==> config.mk <==
export PLATFORM = sky130hd
export DESIGN_NAME = time_count_ctrl_flat
export DESIGN_NICKNAME = d
export VERILOG_FILES = /design/src/rtl/time_count_ctrl_if.sv /design/src/rtl/time_count_ctrl.sv /design/src/flat_wrapper.sv
export SDC_FILE = /design/constraint.sdc
export NUM_CORES = 1
export LEC_CHECK = 0
export ABC_AREA = 1
export ABC_CLOCK_PERIOD_IN_PS = 3050
export CORE_MARGIN = 3
export CORE_UTILIZATION = 45
export DETAILED_ROUTE_END_ITERATION = 8
export GPL_ROUTABILITY_DRIVEN = 0
export PLACE_DENSITY = 0.73
export SYNTH_ARGS = -nofsm -noshare
export SYNTH_HDL_FRONTEND = slang
export SYNTH_SLANG_ARGS = --single-unit
==> constraint.sdc <==
create_clock -name clk -period 3.05 [get_ports clk]
set_input_delay 0.915 -clock clk [delete_from_list [all_inputs] [get_ports clk]]
set_output_delay 0.915 -clock clk [all_outputs]
set_load 0.005 [all_outputs]
==> src/rtl/time_count_ctrl_if.sv <==
`default_nettype none
// ============================================================================
// Module      : time_count_ctrl_if
// Description : Bundle between the time-setting FSM (master) and the
//               HH:MM:SS time-count controller (slave).
//               master drives : secs, hours_inc, mins_inc
//               slave drives  : sec_ones, sec_tens, min_ones, min_tens,
//                               hour_ones, hour_tens, tick, day_wrap, mode
// Revision    : 1.0 - initial release
// ============================================================================
interface time_count_ctrl_if;
  logic       secs;       // 1 = run, 0 = set mode
  logic       hours_inc;  // hour increment request (pulse or level)
  logic       mins_inc;   // minute increment request (pulse or level)
  logic [3:0] sec_ones;
  logic [2:0] sec_tens;
  logic [3:0] min_ones;
  logic [2:0] min_tens;
  logic [3:0] hour_ones;
  logic [1:0] hour_tens;
  logic       tick;       // 1 s pulse
  logic       day_wrap;   // hours rolled over to 00 while running
  logic       mode;       // 0 = SET, 1 = RUN

  modport master (
    output secs, hours_inc, mins_inc,
    input  sec_ones, sec_tens, min_ones, min_tens, hour_ones, hour_tens,
           tick, day_wrap, mode
  );

  modport slave (
    input  secs, hours_inc, mins_inc,
    output sec_ones, sec_tens, min_ones, min_tens, hour_ones, hour_tens,
           tick, day_wrap, mode
  );
endinterface
`default_nettype wire

==> src/rtl/time_count_ctrl.sv <==
`default_nettype none
// ============================================================================
// Module      : time_count_ctrl
// Description : Sequences the HH:MM:SS BCD time datapath. In RUN a prescaler
//               divides clk to a 1 s tick that drives the sec->min->hour
//               carry chain. In SET seconds are held at 00 and rising edges
//               of the hour/minute increment requests step the fields.
// Ports       : clk    - system clock
//               reset  - synchronous active-high reset
//               bus    - time_count_ctrl_if.slave (controls in, digits,
//                        tick, day_wrap and mode out)
// Revision    : 1.0 - initial release
// ============================================================================
module time_count_ctrl #(
  parameter int TICK_DIV = 1000,  // clk cycles per second, 2..2^16
  parameter int HOUR_MAX = 24     // 24 or 12
) (
  input  logic                clk,
  input  logic                reset,
  time_count_ctrl_if.slave    bus
);

  localparam int              PW             = $clog2(TICK_DIV);
  localparam logic [PW-1:0]   PRESC_LAST     = PW'(TICK_DIV - 1);
  // Last legal hour as BCD digits: 23 for a 24 h clock, 11 for a 12 h clock.
  localparam logic [1:0]      HOUR_LAST_TENS = (HOUR_MAX == 12) ? 2'd1 : 2'd2;
  localparam logic [3:0]      HOUR_LAST_ONES = (HOUR_MAX == 12) ? 4'd1 : 4'd3;

  typedef enum logic [0:0] {
    ST_SET = 1'b0,
    ST_RUN = 1'b1
  } state_t;

  state_t        state;
  logic [PW-1:0] presc;
  logic          hours_prev, mins_prev;
  logic [3:0]    sec_ones, min_ones, hour_ones;
  logic [2:0]    sec_tens, min_tens;
  logic [1:0]    hour_tens;
  logic          day_wrap;

  logic          tick;
  logic          hours_edge, mins_edge;
  logic [3:0]    sec_ones_n, min_ones_n, hour_ones_n;
  logic [2:0]    sec_tens_n, min_tens_n;
  logic [1:0]    hour_tens_n;
  logic          min_step, min_carry, hour_step, hour_wrap, day_wrap_n;

  // Tick is decoded from registered state and prescaler, so it is high for
  // exactly the cycle in which the prescaler holds its last value.
  assign tick       = (state == ST_RUN) && (presc == PRESC_LAST);
  assign hours_edge = bus.hours_inc & ~hours_prev;
  assign mins_edge  = bus.mins_inc  & ~mins_prev;

  always_comb begin
    sec_ones_n  = sec_ones;
    sec_tens_n  = sec_tens;
    min_ones_n  = min_ones;
    min_tens_n  = min_tens;
    hour_ones_n = hour_ones;
    hour_tens_n = hour_tens;
    min_step    = 1'b0;
    min_carry   = 1'b0;
    hour_step   = 1'b0;
    hour_wrap   = 1'b0;
    day_wrap_n  = 1'b0;

    if (state == ST_SET) begin
      sec_ones_n = 4'd0;
      sec_tens_n = 3'd0;
      min_step   = mins_edge;
    end else if (tick) begin
      // ">=" rather than "==" so an out-of-range digit clears on its next step
      if (sec_ones >= 4'd9) begin
        sec_ones_n = 4'd0;
        if (sec_tens >= 3'd5) begin
          sec_tens_n = 3'd0;
          min_step   = 1'b1;
        end else begin
          sec_tens_n = sec_tens + 3'd1;
        end
      end else begin
        sec_ones_n = sec_ones + 4'd1;
      end
    end

    if (min_step) begin
      if (min_ones >= 4'd9) begin
        min_ones_n = 4'd0;
        if (min_tens >= 3'd5) begin
          min_tens_n = 3'd0;
          min_carry  = 1'b1;
        end else begin
          min_tens_n = min_tens + 3'd1;
        end
      end else begin
        min_ones_n = min_ones + 4'd1;
      end
    end

    // Minute wrap only feeds hours while running; in SET the fields are
    // stepped independently.
    hour_step = (state == ST_SET) ? hours_edge : min_carry;

    if (hour_step) begin
      if ((hour_tens > HOUR_LAST_TENS) ||
          ((hour_tens == HOUR_LAST_TENS) && (hour_ones >= HOUR_LAST_ONES))) begin
        hour_ones_n = 4'd0;
        hour_tens_n = 2'd0;
        hour_wrap   = 1'b1;
      end else if (hour_ones >= 4'd9) begin
        hour_ones_n = 4'd0;
        hour_tens_n = hour_tens + 2'd1;
      end else begin
        hour_ones_n = hour_ones + 4'd1;
      end
    end

    day_wrap_n = hour_wrap && (state == ST_RUN);
  end

  always_ff @(posedge clk) begin
    if (reset) begin
      state      <= ST_SET;
      presc      <= '0;
      hours_prev <= 1'b0;
      mins_prev  <= 1'b0;
      sec_ones   <= 4'd0;
      sec_tens   <= 3'd0;
      min_ones   <= 4'd0;
      min_tens   <= 3'd0;
      hour_ones  <= 4'd0;
      hour_tens  <= 2'd0;
      day_wrap   <= 1'b0;
    end else begin
      state <= bus.secs ? ST_RUN : ST_SET;

      if (state == ST_RUN) begin
        presc <= tick ? '0 : presc + PW'(1);
      end else begin
        presc <= '0;
      end

      // Edge registers track the inputs in both states so a level held
      // across RUN->SET does not fire on entry to SET.
      hours_prev <= bus.hours_inc;
      mins_prev  <= bus.mins_inc;

      sec_ones   <= sec_ones_n;
      sec_tens   <= sec_tens_n;
      min_ones   <= min_ones_n;
      min_tens   <= min_tens_n;
      hour_ones  <= hour_ones_n;
      hour_tens  <= hour_tens_n;
      day_wrap   <= day_wrap_n;
    end
  end

  assign bus.sec_ones  = sec_ones;
  assign bus.sec_tens  = sec_tens;
  assign bus.min_ones  = min_ones;
  assign bus.min_tens  = min_tens;
  assign bus.hour_ones = hour_ones;
  assign bus.hour_tens = hour_tens;
  assign bus.tick      = tick;
  assign bus.day_wrap  = day_wrap;
  assign bus.mode      = (state == ST_RUN);

endmodule
`default_nettype wire

==> src/flat_wrapper.sv <==
// flat-port wrapper written by rule: the top's interface ports become plain ports
module time_count_ctrl_flat 
#(
  parameter int TICK_DIV = 1000,                                   
  parameter int HOUR_MAX = 24                
)
  (clk, reset, bus_secs, bus_hours_inc, bus_mins_inc, bus_sec_ones, bus_sec_tens, bus_min_ones, bus_min_tens, bus_hour_ones, bus_hour_tens, bus_tick, bus_day_wrap, bus_mode);
  time_count_ctrl_if bus_i ();
  input  logic clk;
  input  logic reset;
  input wire logic [$bits(bus_i.secs)-1:0] bus_secs;
  input wire logic [$bits(bus_i.hours_inc)-1:0] bus_hours_inc;
  input wire logic [$bits(bus_i.mins_inc)-1:0] bus_mins_inc;
  output wire logic [$bits(bus_i.sec_ones)-1:0] bus_sec_ones;
  output wire logic [$bits(bus_i.sec_tens)-1:0] bus_sec_tens;
  output wire logic [$bits(bus_i.min_ones)-1:0] bus_min_ones;
  output wire logic [$bits(bus_i.min_tens)-1:0] bus_min_tens;
  output wire logic [$bits(bus_i.hour_ones)-1:0] bus_hour_ones;
  output wire logic [$bits(bus_i.hour_tens)-1:0] bus_hour_tens;
  output wire logic [$bits(bus_i.tick)-1:0] bus_tick;
  output wire logic [$bits(bus_i.day_wrap)-1:0] bus_day_wrap;
  output wire logic [$bits(bus_i.mode)-1:0] bus_mode;
  assign bus_i.secs = bus_secs;
  assign bus_i.hours_inc = bus_hours_inc;
  assign bus_i.mins_inc = bus_mins_inc;
  assign bus_sec_ones = bus_i.sec_ones;
  assign bus_sec_tens = bus_i.sec_tens;
  assign bus_min_ones = bus_i.min_ones;
  assign bus_min_tens = bus_i.min_tens;
  assign bus_hour_ones = bus_i.hour_ones;
  assign bus_hour_tens = bus_i.hour_tens;
  assign bus_tick = bus_i.tick;
  assign bus_day_wrap = bus_i.day_wrap;
  assign bus_mode = bus_i.mode;
  time_count_ctrl #(.TICK_DIV(TICK_DIV), .HOUR_MAX(HOUR_MAX)) u_core (.clk(clk), .reset(reset), .bus(bus_i));
endmodule
==> out/results.txt <==
CTS tree - built
ANT nets after route - 0
YS warnings - 0
Hold Buf Count CTS - 0
Worst slew margin - 68.7%
postcts setup bufs - 0
fin. max-slew vios - 0
outcome - completed
P_sw - 0.205 mW
minimum clock period - 2.71 ns
cell taking the most area after synthesis - dfxtp_1
initial antenna violation count - 0
setup tns final - 0 ns
worst reg2reg path depth - 12
GRT Total Usage - 15.4%
first-pass GRT wire length - 5390 um
Routed WL - 3110 um
critical path's slowest cell - clkdlybuf4s50_1
largest net degree at the start of global routing - 12
Slowest Stage Delay on Critical Path - 0.52 ns
H-tree levels - 2
Final Cycle Share - 89.0%
Chip Height - 67.7 um
Starting Density - 49.1%
post-cts gate resize count - 0
crit-path max FO - 6
CTS Buf Count - 5
I/O pins - 28
drt via density - 4.65
synth-to-layout area growth - 25.9%
internal power - 0.722 mW
dpl cell area - 2050 um2
ant diodes - 0
Hold Violations, Final - 0
Most used DFF post-synth - dfxtp_1
max-capacitance violation count - 0
Tightest Pin Transition - 0.465 ns
Crit. End Element - output pin
WP data arrival - 1.80 ns
Req. time, crit path - 2.13 ns
most frequent cell after synthesis - nor2_1
dpl hpwl - 2370 um
clock sinks - 34
Cells after DPL - 300
unrepaired setup endpoints after global routing - no
final clock skew - 0.00918 ns
ratio of cells with drive above 1 in the final layout - 8.02%
Power Density - 429 nW/um2
core area - 3490 um2
Finished Cell Area - 2160 um2
static leakage - 0.855 nW
share of total power in combinational logic - 6.8%
Async SR Flop Fraction - 0%
commonest cells in the netlist - 43 x nor2_1, 36 x inv_1, 34 x dfxtp_1
CP dominant cell by count - nand2_2
register area share after synthesis - 39.7%
Site Rows - 21
Max Clk Rate - 368 MHz
Root Driver - clkbuf_8
Mapped Area - 1720 um2
clock network power share - 43.5%
routed len/inst - 10.1 um
Seq pwr share - 49.7%
PortBufs - 27
sw frac - 22.1%
total gr overflow - 0
crit start category - register
total die area - 4590 um2
VDD IR max - 0.236 mV
maximum clock path buffer count - 2
Synthesized Nets - 246
via count - 1431
chip width - 67.7 um
hold crit path type - reg2reg
final non-filler cell total - 308
synth top area cells - dfxtp_1 40%, ha_1 11%, nor2_1 9.4%
hold depth - 1
Synth Register Bits - 34
Post-synth EDFFs - 0
crit path kind - reg2out
Filler Cells Inserted - 322
drt first pass iters - 4
cells along the critical path - ha_1 > nand2_2 > nor2_2 > nand2_2 > nor2_4 > clkdlybuf4s50_1
DR iter-0 viols - 71
syn avg cell area - 7.59 um2
DRC - 0
Cells after Synth - 226
# nets final - 281
vias in the first global route - 1285
Yosys top cell area share - 39.7%
Unique masters post-synth - 27
Worst-path clk slew - 0.07 ns
Skew-Pair Late Insertion Delay - 0.29 ns
# setup viols final - 0
[flip-flops by register name, indices dropped and copies added, names as in the netlist]
| signal | flops |
|---|---|
| u_core.mins_prev | 1 |
| u_core.bus.min_tens | 3 |
| u_core.bus.hour_ones | 4 |
| u_core.bus.sec_ones | 4 |
| u_core.hours_prev | 1 |
| u_core.presc | 10 |
| u_core.bus.day_wrap | 1 |
| u_core.bus.sec_tens | 3 |
| u_core.bus.hour_tens | 2 |
| u_core.bus.mode | 1 |
| u_core.bus.min_ones | 4 |
[logic make-up (layout without fill, tap and decap cells)]
kind of cell             count (synthesis)  in the layout  synth area share (%)
AO/OA/AOI/OAI                           28             28                  8.90
XOR/XNOR                                 8              8                  4.08
adder cells (fa/ha/maj)                 15             15                  10.9
flip-flops                              34             34                  39.7
AND/OR/NAND/NOR                        104            104                  28.3
buffers and inverters                   37             73                  8.10
[worst paths after layout]
| path | from | slack [ns] | end |
|---|---|---|---|
| max | u_core.presc[0]$_SDFF_PP0_ | 0.34 | bus_tick |
| min | u_core.presc[0]$_SDFF_PP0_ | 0.45 | u_core.presc[0]$_SDFF_PP0_ |
| max reg2reg | u_core.presc[0]$_SDFF_PP0_ | 1.25 | u_core.bus.hour_ones[1]$_SDFFE_PP0P_ |
| min reg2reg | u_core.presc[0]$_SDFF_PP0_ | 0.45 | u_core.presc[0]$_SDFF_PP0_ |
[layer usage]
metal | up-vias | GRT usage [%] | share of wire, %
met5 | - | 0 | 0
met4 | 0 | 6.84 | 1.6
met3 | 6 | 3.66 | 3.4
met2 | 21 | 25.3 | 45
met1 | 623 | 19.0 | 50
li1 | 781 | - | -
[final cells by class]
class                      instances  area (um2)  share of cell area (%)
multi-input combinational        155         896                    41.5
sequential                        34         681                    31.5
inverter                          37         139                    6.43
timing repair buffer              28         278                    12.9
clock inverter                     3        40.0                    1.85
tap                               46        57.6                    2.67
clock buffer                       5        68.8                    3.19
[power groups by stage]
stage                     Clock, mW  Sequential [mW]  Combinational, mW
after floorplan                   0            0.470             0.0364
after global placement            0            0.471             0.0627
after detailed placement          0            0.471             0.0633
after CTS                     0.420            0.460             0.0634
after global routing          0.434            0.462             0.0724
final                         0.403            0.461             0.0627
[cell usage in the layout (no fill, tap or decap), drive strengths merged, types with 5 or more instances in the layout]
cell type,netlist,routed
nand2,36,36
ha,15,15
a21oi,16,16
o21ai,7,7
clkdlybuf4s50,0,27
clkbuf,0,5
nand3,9,9
xor2,6,6
inv,37,37
dfxtp,34,34
nor2,45,45
nor3,6,6
[critical path, delay by kind of cell (launching register included)]
family / cells / cell delay [ns]
buf+inv: 1 / 0.52
simple gates: 4 / 0.43
flops: 1 / 0.35
fa+ha+maj: 1 / 0.21
[stage by stage]
step | hold WS, ns | setup slack, ns | total power [mW] | utilization (%)
after floorplan | 0.418 | 1.22 | 0.506 | -
final | 0.450 | 0.336 | 0.927 | 61.8
after global placement | 0.433 | 0.666 | 0.533 | 58.7
after detailed placement | 0.447 | 0.628 | 0.534 | 58.7
after CTS | 0.459 | 0.305 | 0.944 | 61.8
after global routing | 0.480 | 0.174 | 0.969 | 61.8
(Power assumes the default switching activity.)
